--- src/rtl/ifu_mem_arb_pkg.sv ---
// ifu_mem_arb_pkg
//   Shared definitions for the instruction-memory arbiter: response-owner
//   encoding, default address/data widths and the starvation counter width.
//   Optional feature macro used by the arbiter files: IFU_ARB_STARVE_EN.
package ifu_mem_arb_pkg;

   localparam int INST_ADDR_WIDTH = 32;
   localparam int INST_DATA_WIDTH = 32;
   localparam int STARVE_CNT_W    = 4;   // holds STARVE_MAX up to 15

   // Who owns the memory word that returns in the next cycle.
   typedef enum logic [1:0] {
      ARB_OWN_NONE     = 2'd0,
      ARB_OWN_IFU      = 2'd1,
      ARB_OWN_LSU      = 2'd2,
      ARB_OWN_IFU_KILL = 2'd3
   } arb_own_e;

   // Owner of the response produced by this cycle's grant. A flush that
   // coincides with an IFU grant marks the fetch as killed so its word is
   // dropped when it returns.
   function automatic arb_own_e next_owner(input logic ifu_gnt,
                                           input logic lsu_gnt,
                                           input logic flush);
      arb_own_e own;
      own = ARB_OWN_NONE;
      if (ifu_gnt)
         own = flush ? ARB_OWN_IFU_KILL : ARB_OWN_IFU;
      else if (lsu_gnt)
         own = ARB_OWN_LSU;
      return own;
   endfunction

endpackage

--- src/rtl/ifu_mem_arb_starve_cnt.sv ---
// ifu_arb_starve_cnt
//   Saturating count of consecutive cycles in which the IFU requested but was
//   not granted. Raises force_gnt once the count reaches STARVE_MAX while the
//   IFU is still requesting. Only built when IFU_ARB_STARVE_EN is defined.
// Ports:
//   clk       clock
//   rst       synchronous active-low reset
//   ifu_req   IFU fetch request
//   ifu_gnt   IFU granted this cycle
//   force_gnt IFU must win arbitration this cycle
`ifdef IFU_ARB_STARVE_EN
module ifu_arb_starve_cnt
   import ifu_mem_arb_pkg::*;
#(
   parameter int STARVE_MAX = 4
) (
   input  logic clk,
   input  logic rst,
   input  logic ifu_req,
   input  logic ifu_gnt,
   output logic force_gnt
);

   localparam logic [STARVE_CNT_W-1:0] CNT_MAX = STARVE_CNT_W'(STARVE_MAX);

   logic [STARVE_CNT_W-1:0] cnt;

   always_ff @(posedge clk) begin
      if (!rst)
         cnt <= '0;
      else if (!ifu_req || ifu_gnt)
         cnt <= '0;
      else if (cnt != CNT_MAX)
         cnt <= cnt + 1'b1;
   end

   assign force_gnt = ifu_req && (cnt == CNT_MAX);

endmodule
`endif

--- src/rtl/ifu_mem_arb.sv ---
// ifu_mem_arb
//   Arbiter for the single-ported instruction memory shared by the IFU fetch
//   path and the LSU ROM read port. At most one read is granted per cycle and
//   the returned word is steered to the winner one cycle later. LSU has
//   priority; with IFU_ARB_STARVE_EN defined the IFU is force-granted after
//   STARVE_MAX consecutive denied cycles. A jump flush kills an in-flight or
//   just-granted IFU response; LSU traffic ignores the flush.
// Ports:
//   clk, rst                      clock, synchronous active-low reset
//   ifu_req_i/ifu_addr_i          IFU fetch request and PC
//   ifu_gnt_o/ifu_rvalid_o/ifu_rdata_o   IFU grant, response valid, data
//   lsu_req_i/lsu_addr_i          LSU read request and address
//   lsu_gnt_o/lsu_rvalid_o/lsu_rdata_o   LSU grant, response valid, data
//   flush_i                       jump flush from ctrl
//   mem_req_o/mem_addr_o          memory read enable and address
//   mem_rdata_i                   memory data, valid the cycle after mem_req_o
//   hold_req_o                    IFU pending but blocked; ctrl stalls PC/IF-ID
module ifu_mem_arb
   import ifu_mem_arb_pkg::*;
#(
   parameter int ADDR_W     = INST_ADDR_WIDTH,
   parameter int DATA_W     = INST_DATA_WIDTH,
   parameter int STARVE_MAX = 4
) (
   input  logic              clk,
   input  logic              rst,
   input  logic              ifu_req_i,
   input  logic [ADDR_W-1:0] ifu_addr_i,
   output logic              ifu_gnt_o,
   output logic              ifu_rvalid_o,
   output logic [DATA_W-1:0] ifu_rdata_o,
   input  logic              lsu_req_i,
   input  logic [ADDR_W-1:0] lsu_addr_i,
   output logic              lsu_gnt_o,
   output logic              lsu_rvalid_o,
   output logic [DATA_W-1:0] lsu_rdata_o,
   input  logic              flush_i,
   output logic              mem_req_o,
   output logic [ADDR_W-1:0] mem_addr_o,
   input  logic [DATA_W-1:0] mem_rdata_i,
   output logic              hold_req_o
);

   if (STARVE_MAX < 1 || STARVE_MAX > 15) begin : g_starve_max_range
      $error("ifu_mem_arb: STARVE_MAX must be in 1..15");
   end

   logic     ifu_force;
   logic     ifu_gnt;
   logic     lsu_gnt;
   arb_own_e resp_own_p1;

`ifdef IFU_ARB_STARVE_EN
   ifu_arb_starve_cnt #(
      .STARVE_MAX (STARVE_MAX)
   ) u_starve_cnt (
      .clk       (clk),
      .rst       (rst),
      .ifu_req   (ifu_req_i),
      .ifu_gnt   (ifu_gnt),
      .force_gnt (ifu_force)
   );
`else
   assign ifu_force = 1'b0;
`endif

   // ---- stage p0: combinational grant, address steering ----
   // rst gates every grant so nothing reaches memory while reset is held.
   assign ifu_gnt = rst && ifu_req_i && (!lsu_req_i || ifu_force);
   assign lsu_gnt = rst && lsu_req_i && !ifu_gnt;

   assign ifu_gnt_o  = ifu_gnt;
   assign lsu_gnt_o  = lsu_gnt;
   assign mem_req_o  = ifu_gnt | lsu_gnt;
   assign mem_addr_o = lsu_gnt ? lsu_addr_i : ifu_addr_i;
   assign hold_req_o = rst && ifu_req_i && !ifu_gnt && !flush_i;

   always_ff @(posedge clk) begin
      if (!rst)
         resp_own_p1 <= ARB_OWN_NONE;
      else
         resp_own_p1 <= next_owner(ifu_gnt, lsu_gnt, flush_i);
   end

   // ---- stage p1: response steering ----
   // A flush in the response cycle also drops the IFU word; rst gating
   // covers a reset arriving before the stale owner is cleared.
   assign ifu_rvalid_o = rst && (resp_own_p1 == ARB_OWN_IFU) && !flush_i;
   assign lsu_rvalid_o = rst && (resp_own_p1 == ARB_OWN_LSU);
   assign ifu_rdata_o  = mem_rdata_i;
   assign lsu_rdata_o  = mem_rdata_i;

endmodule

--- config.mk ---
export PLATFORM = sky130hd
export DESIGN_NAME = ifu_mem_arb
export DESIGN_NICKNAME = d
export VERILOG_FILES = /design/src/rtl/ifu_mem_arb_pkg.sv /design/src/rtl/ifu_mem_arb_starve_cnt.sv /design/src/rtl/ifu_mem_arb.sv
export SDC_FILE = /design/constraint.sdc
export NUM_CORES = 1
export LEC_CHECK = 0
export ABC_CLOCK_PERIOD_IN_PS = 1000
export BUFFER_PORTS_ARGS = -buffer_cell sky130_fd_sc_hd__buf_2
export CAP_MARGIN = 20
export CORE_MARGIN = 8
export CORE_UTILIZATION = 27
export DETAILED_ROUTE_END_ITERATION = 10
export GPL_TIMING_DRIVEN = 0
export PLACE_DENSITY = 0.83
export SLEW_MARGIN = 15
export SYNTH_ARGS = -nofsm -noshare
export SYNTH_HDL_FRONTEND = slang
export SYNTH_SLANG_ARGS = --single-unit
export TNS_END_PERCENT = 50
--- constraint.sdc ---
create_clock -name clk -period 1 [get_ports clk]
set_input_delay 0.15 -clock clk [delete_from_list [all_inputs] [get_ports clk]]
set_output_delay 0.15 -clock clk [all_outputs]
set_load 0.02 [all_outputs]
======== After elaboration in Yosys (flattened, before gate mapping) ========
Index checks and enable logic that the tools add are counted.
operators by class
  $add $sub $neg .......................... 0
  $mul .................................... 0
  divide/modulo/power cells ............... 0
  $lt $le $gt $ge ......................... 0
  equal/unequal tests ..................... 2
  shift operators ......................... 0
  multiplexer cells ....................... 4
  bitwise operators ....................... 1
  reductions and logical operators ........ 12
operator list
  kind                count
  $mux 32             1
  $logic_and 1x1->1   9
  $mux 2              3
  $logic_not 1->1     3
  $eq 2x1->1 const B  1
  $eq 2x2->1 const B  1
  $or 1x1->1          1
word-level totals
  flip-flop bits (word level) ............. 2
  latch bits .............................. 0
  RAM bits ................................ 0
  ROM bits ................................ 0
  input bits .............................. 101
  output and inout bits ................... 102
  word-level logic and storage cells ...... 20
  memories ................................ 0

======== Logic depth before layout (Yosys ltp) ========
  depth in word-level cells ............... 6
  mapped depth ............................ 3
  depth with buffers taken out ............ 2

======== Worst setup path before layout ========
No wires, ideal clock.
  kind .................................... register to output
  start ................................... register resp_own_p1[0]
  end ..................................... output ifu_rvalid_o
  arrival ................................. 1017 ps
  data required time ...................... 850 ps
  slack ................................... -167 ps
  stages on the path, launching flop included .. 2
  path through ............................ dfxtp_1 nor4bb_1
between the ends
  cells in the longest elaborated chain, start to end .. 3
ends and longest elaborated chain
  what                            RTL line           text
  start: declaration              ifu_mem_arb.sv:51  arb_own_e resp_own_p1;
  start signal: assignment        ifu_mem_arb.sv:82  resp_own_p1 <= next_owner(ifu_gnt, lsu_gnt, flush_i);
  $eq 2x1->1                      ifu_mem_arb.sv:88  assign ifu_rvalid_o = rst && (resp_own_p1 == ARB_OWN_IFU) && !flush_i;
  $logic_and 1x1->1 (2 in a row)  ifu_mem_arb.sv:88
  end: declaration                ifu_mem_arb.sv:30  output logic ifu_rvalid_o,
No other way between the ends.

======== Worst setup path after layout ========
  start ................................... input rst
  end ..................................... output mem_addr_o[26]
between the ends
  cells in the longest elaborated chain, start to end .. 5
  elaborated cells between the ends (all ways) .. 6
  classes of those cells .................. 1 x mux; 5 x reduce/logical
ends and longest elaborated chain
  what                            RTL line           text
  start: declaration              ifu_mem_arb.sv:26  input logic rst,
  $logic_and 1x1->1 (2 in a row)  ifu_mem_arb.sv:69  assign ifu_gnt = rst && ifu_req_i && (!lsu_req_i || ifu_force);
  $logic_not 1->1                 ifu_mem_arb.sv:70  assign lsu_gnt = rst && lsu_req_i && !ifu_gnt;
  $logic_and 1x1->1 *             ifu_mem_arb.sv:70
  $mux 32 *                       ifu_mem_arb.sv:75  assign mem_addr_o = lsu_gnt ? lsu_addr_i : ifu_addr_i;
  end: declaration                ifu_mem_arb.sv:39  output logic [ADDR_W-1:0] mem_addr_o,
Mark *: on every way between the ends. The rest lies on a longest branch, timed or not.

==> results.json <==
{
  "grt_pass1_vias": 1495,
  "cts_root_buffer": "clkbuf_8",
  "avgViaCountPerCell": 4.12,
  "synth_nets": 212,
  "vias": 1390,
  "cts_max_path_buffers": 2,
  "numCtsBuffers": 3,
  "largest_reg_flops": 2,
  "hold_viol_final": 0,
  "rsz0062_at_grt": "true",
  "setup_ws_ps": -140,
  "cts_tree": "built",
  "avgRoutedWirePerCell_um": 16.4,
  "yosysUniqueCellTypes": 13,
  "crit_type": "in -> out",
  "die-area_mm2": 0.00636,
  "drcViolationCount": 0,
  "diodes": 0,
  "initial_core_util_pct": 27.8,
  "setup_viol_count_final": 33,
  "grt_overflow": 0,
  "cp_data_required_time_ps": 850,
  "critPathLaunch": "rst",
  "power_density_mw_per_mm2": 726,
  "netlist_top_cells_area": "buf_4 44%, mux2_4 38%, mux2_2 4.1%, dfxtp_1 3.6%, buf_6 3.1%",
  "gp_congestion": 0.761,
  "ctsHtreeMaxLevel": 1,
  "grt_util_met3_pct": 6.98,
  "port_buffers": 170,
  "first_pass_iters": 4,
  "run_status": "finished with violations",
  "largestRegisters": "resp_own_p1 (2)",
  "die_y_um": 79.8,
  "whs_ps": 209,
  "met1_usage_pct": 12.3,
  "worstHoldPathCells": 3,
  "min_period_ps": 1140,
  "netlist_area_mm2": 0.00110,
  "crit_path_end": "mem_addr_o[26]",
  "synth_seq_cells": 2,
  "layout.nets": 390,
  "grt_pass1_wl_um": 7690,
  "cts.clk_slew.worst_paths_ps": 20,
  "wl_um": 5540,
  "die_w_um": 79.8,
  "path_max_fanout": 10,
  "row_count": 23,
  "grtUsageMet2_pct": 30.7,
  "violations": "setup timing",
  "final_area_mm2": 0.00238,
  "maxSlewViolCount": 0,
  "fmax_mhz": 877,
  "tightest_slew_ps": 203,
  "synth_top_cell_by_area": "buf_4",
  "drt_iter0_drc": 29,
  "finalNonFillerCells": 337,
  "drv_cap": 0,
  "synth_seq_area_share_pct": 3.65,
  "p_leak_nw": 1.48,
  "synth.avg_cell_area_um2": 9.89,
  "relSlewSlack_pct": 86.3,
  "io_pins": 203,
  "synth_top_area_share_pct": 43.8,
  "syn_inst": 111,
  "fin_setup_tns_ps": -3290,
  "ir_drop_v": 0.000286,
  "hp-class": "in -> reg",
  "area_growth_pct": 117,
  "dpl_cell_area_mm2": 0.00202,
  "dp_hpwl_um": 4770,
  "clock_sinks": 2,
  "end_kind": "primary output",
  "cp-start-kind": "input pin",
  "antenna_found_initial": 0,
  "post-route-util_pct": 60.3,
  "regMostFlops": "resp_own_p1",
  "ant_nets": 0,
  "busiest_layer": "met2",
  "core_mm2": 0.00394,
  "drive_above_1_share_pct": 96.9,
  "crit_arrival_ps": 990,
  "min_period_over_period_pct": 114,
  "grt_use_total_pct": 15.1,
  "grt_max_degree": 11,
  "nFillCells": 318,
  "dp.cells": 331,
  "yosys_warnings": 0
}
[final cells by class]
class                      instances  area [um2]  share of cell area [%]
sequential                         2        40.0                    1.69
inverter                           1        3.75                   0.158
buffer                            67         541                    22.7
clock buffer                       3        41.3                    1.74
multi-input combinational         41         574                    24.2
timing repair buffer             173        1110                    46.9
tap                               50        62.6                    2.63
[worst max-delay path, stage by stage]
cell and delay [ps]:
buf_12 110, nand2_8 110, buf_12 150, mux2_4 310, buf_4 160
[cells by family after synthesis]
family	synth area share [%]
muxes	42.4
DFF	3.65
buffers and inverters	47.2
AOI/OAI and AO/OA	1.14
and+or+nand+nor	5.59
[power breakdown]
| part | internal (mW) | switching [mW] |
|---|---|---|
| combinational | 0.734 | 0.595 |
| sequential | 0.0849 | 0.00214 |
| clock | 0.254 | 0.0558 |
| total | 1.07 | 0.653 |
[routing by layer]
| metal | up-vias | wire length (um) |
|---|---|---|
| met4 | 0 | 88 |
| li1 | 661 | - |
| met3 | 10 | 761 |
| met2 | 109 | 3070 |
| met1 | 610 | 1630 |
| met5 | - | 0 |
[cells in the final DEF, fill, tap and decap left out, drive strengths merged]
cell    Yosys  final
inv         1      1
nand2       1      1
mux2       32     32
dfxtp       2      2
and3b       3      3
a21oi       1      1
clkbuf      0      3
nor3b       1      1
o21a        1      1
nor2b       1      1
nor4bb      1      1
buf        67    240
[through the flow]
step           worst slack [ps]  total power [mW]
3_5_place_dp               -245              1.23
4_1_cts                    -137              1.73
5_1_grt                    -163              1.82
3_3_place_gp               -239              1.21
6_report                   -140              1.73
2_1_floorplan             -63.9             0.839
[worst min path at each step]
stage | startpoint | slack, ps | end
2_1_floorplan | rst | 280 | resp_own_p1[1]$_SDFF_PN0_
3_3_place_gp | ifu_req_i | 440 | resp_own_p1[0]$_SDFF_PN0_
3_5_place_dp | flush_i | 460 | resp_own_p1[1]$_SDFF_PN0_
4_1_cts | lsu_req_i | 210 | resp_own_p1[1]$_SDFF_PN0_
5_1_grt | lsu_req_i | 210 | resp_own_p1[1]$_SDFF_PN0_
6_report | lsu_req_i | 210 | resp_own_p1[1]$_SDFF_PN0_
[cell usage after synthesis]
master and n:
nand2_4 1, dfxtp_1 2, nor3b_1 1, a21oi_1 1, and3b_1 3, buf_4 64, buf_6 3, mux2_2 4
inv_1 1, nor2b_1 1, mux2_4 28, o21a_1 1, nor4bb_1 1
[repair_timing]
item	in CTS	in global routing
resized for setup	71	8
pin swaps	2	1
buffers inserted	2	0
setup endpoints to repair	35	35
cloned	1	0
hold buffers	0	0
No activity file was read; power rests on OpenSTA's default activity.
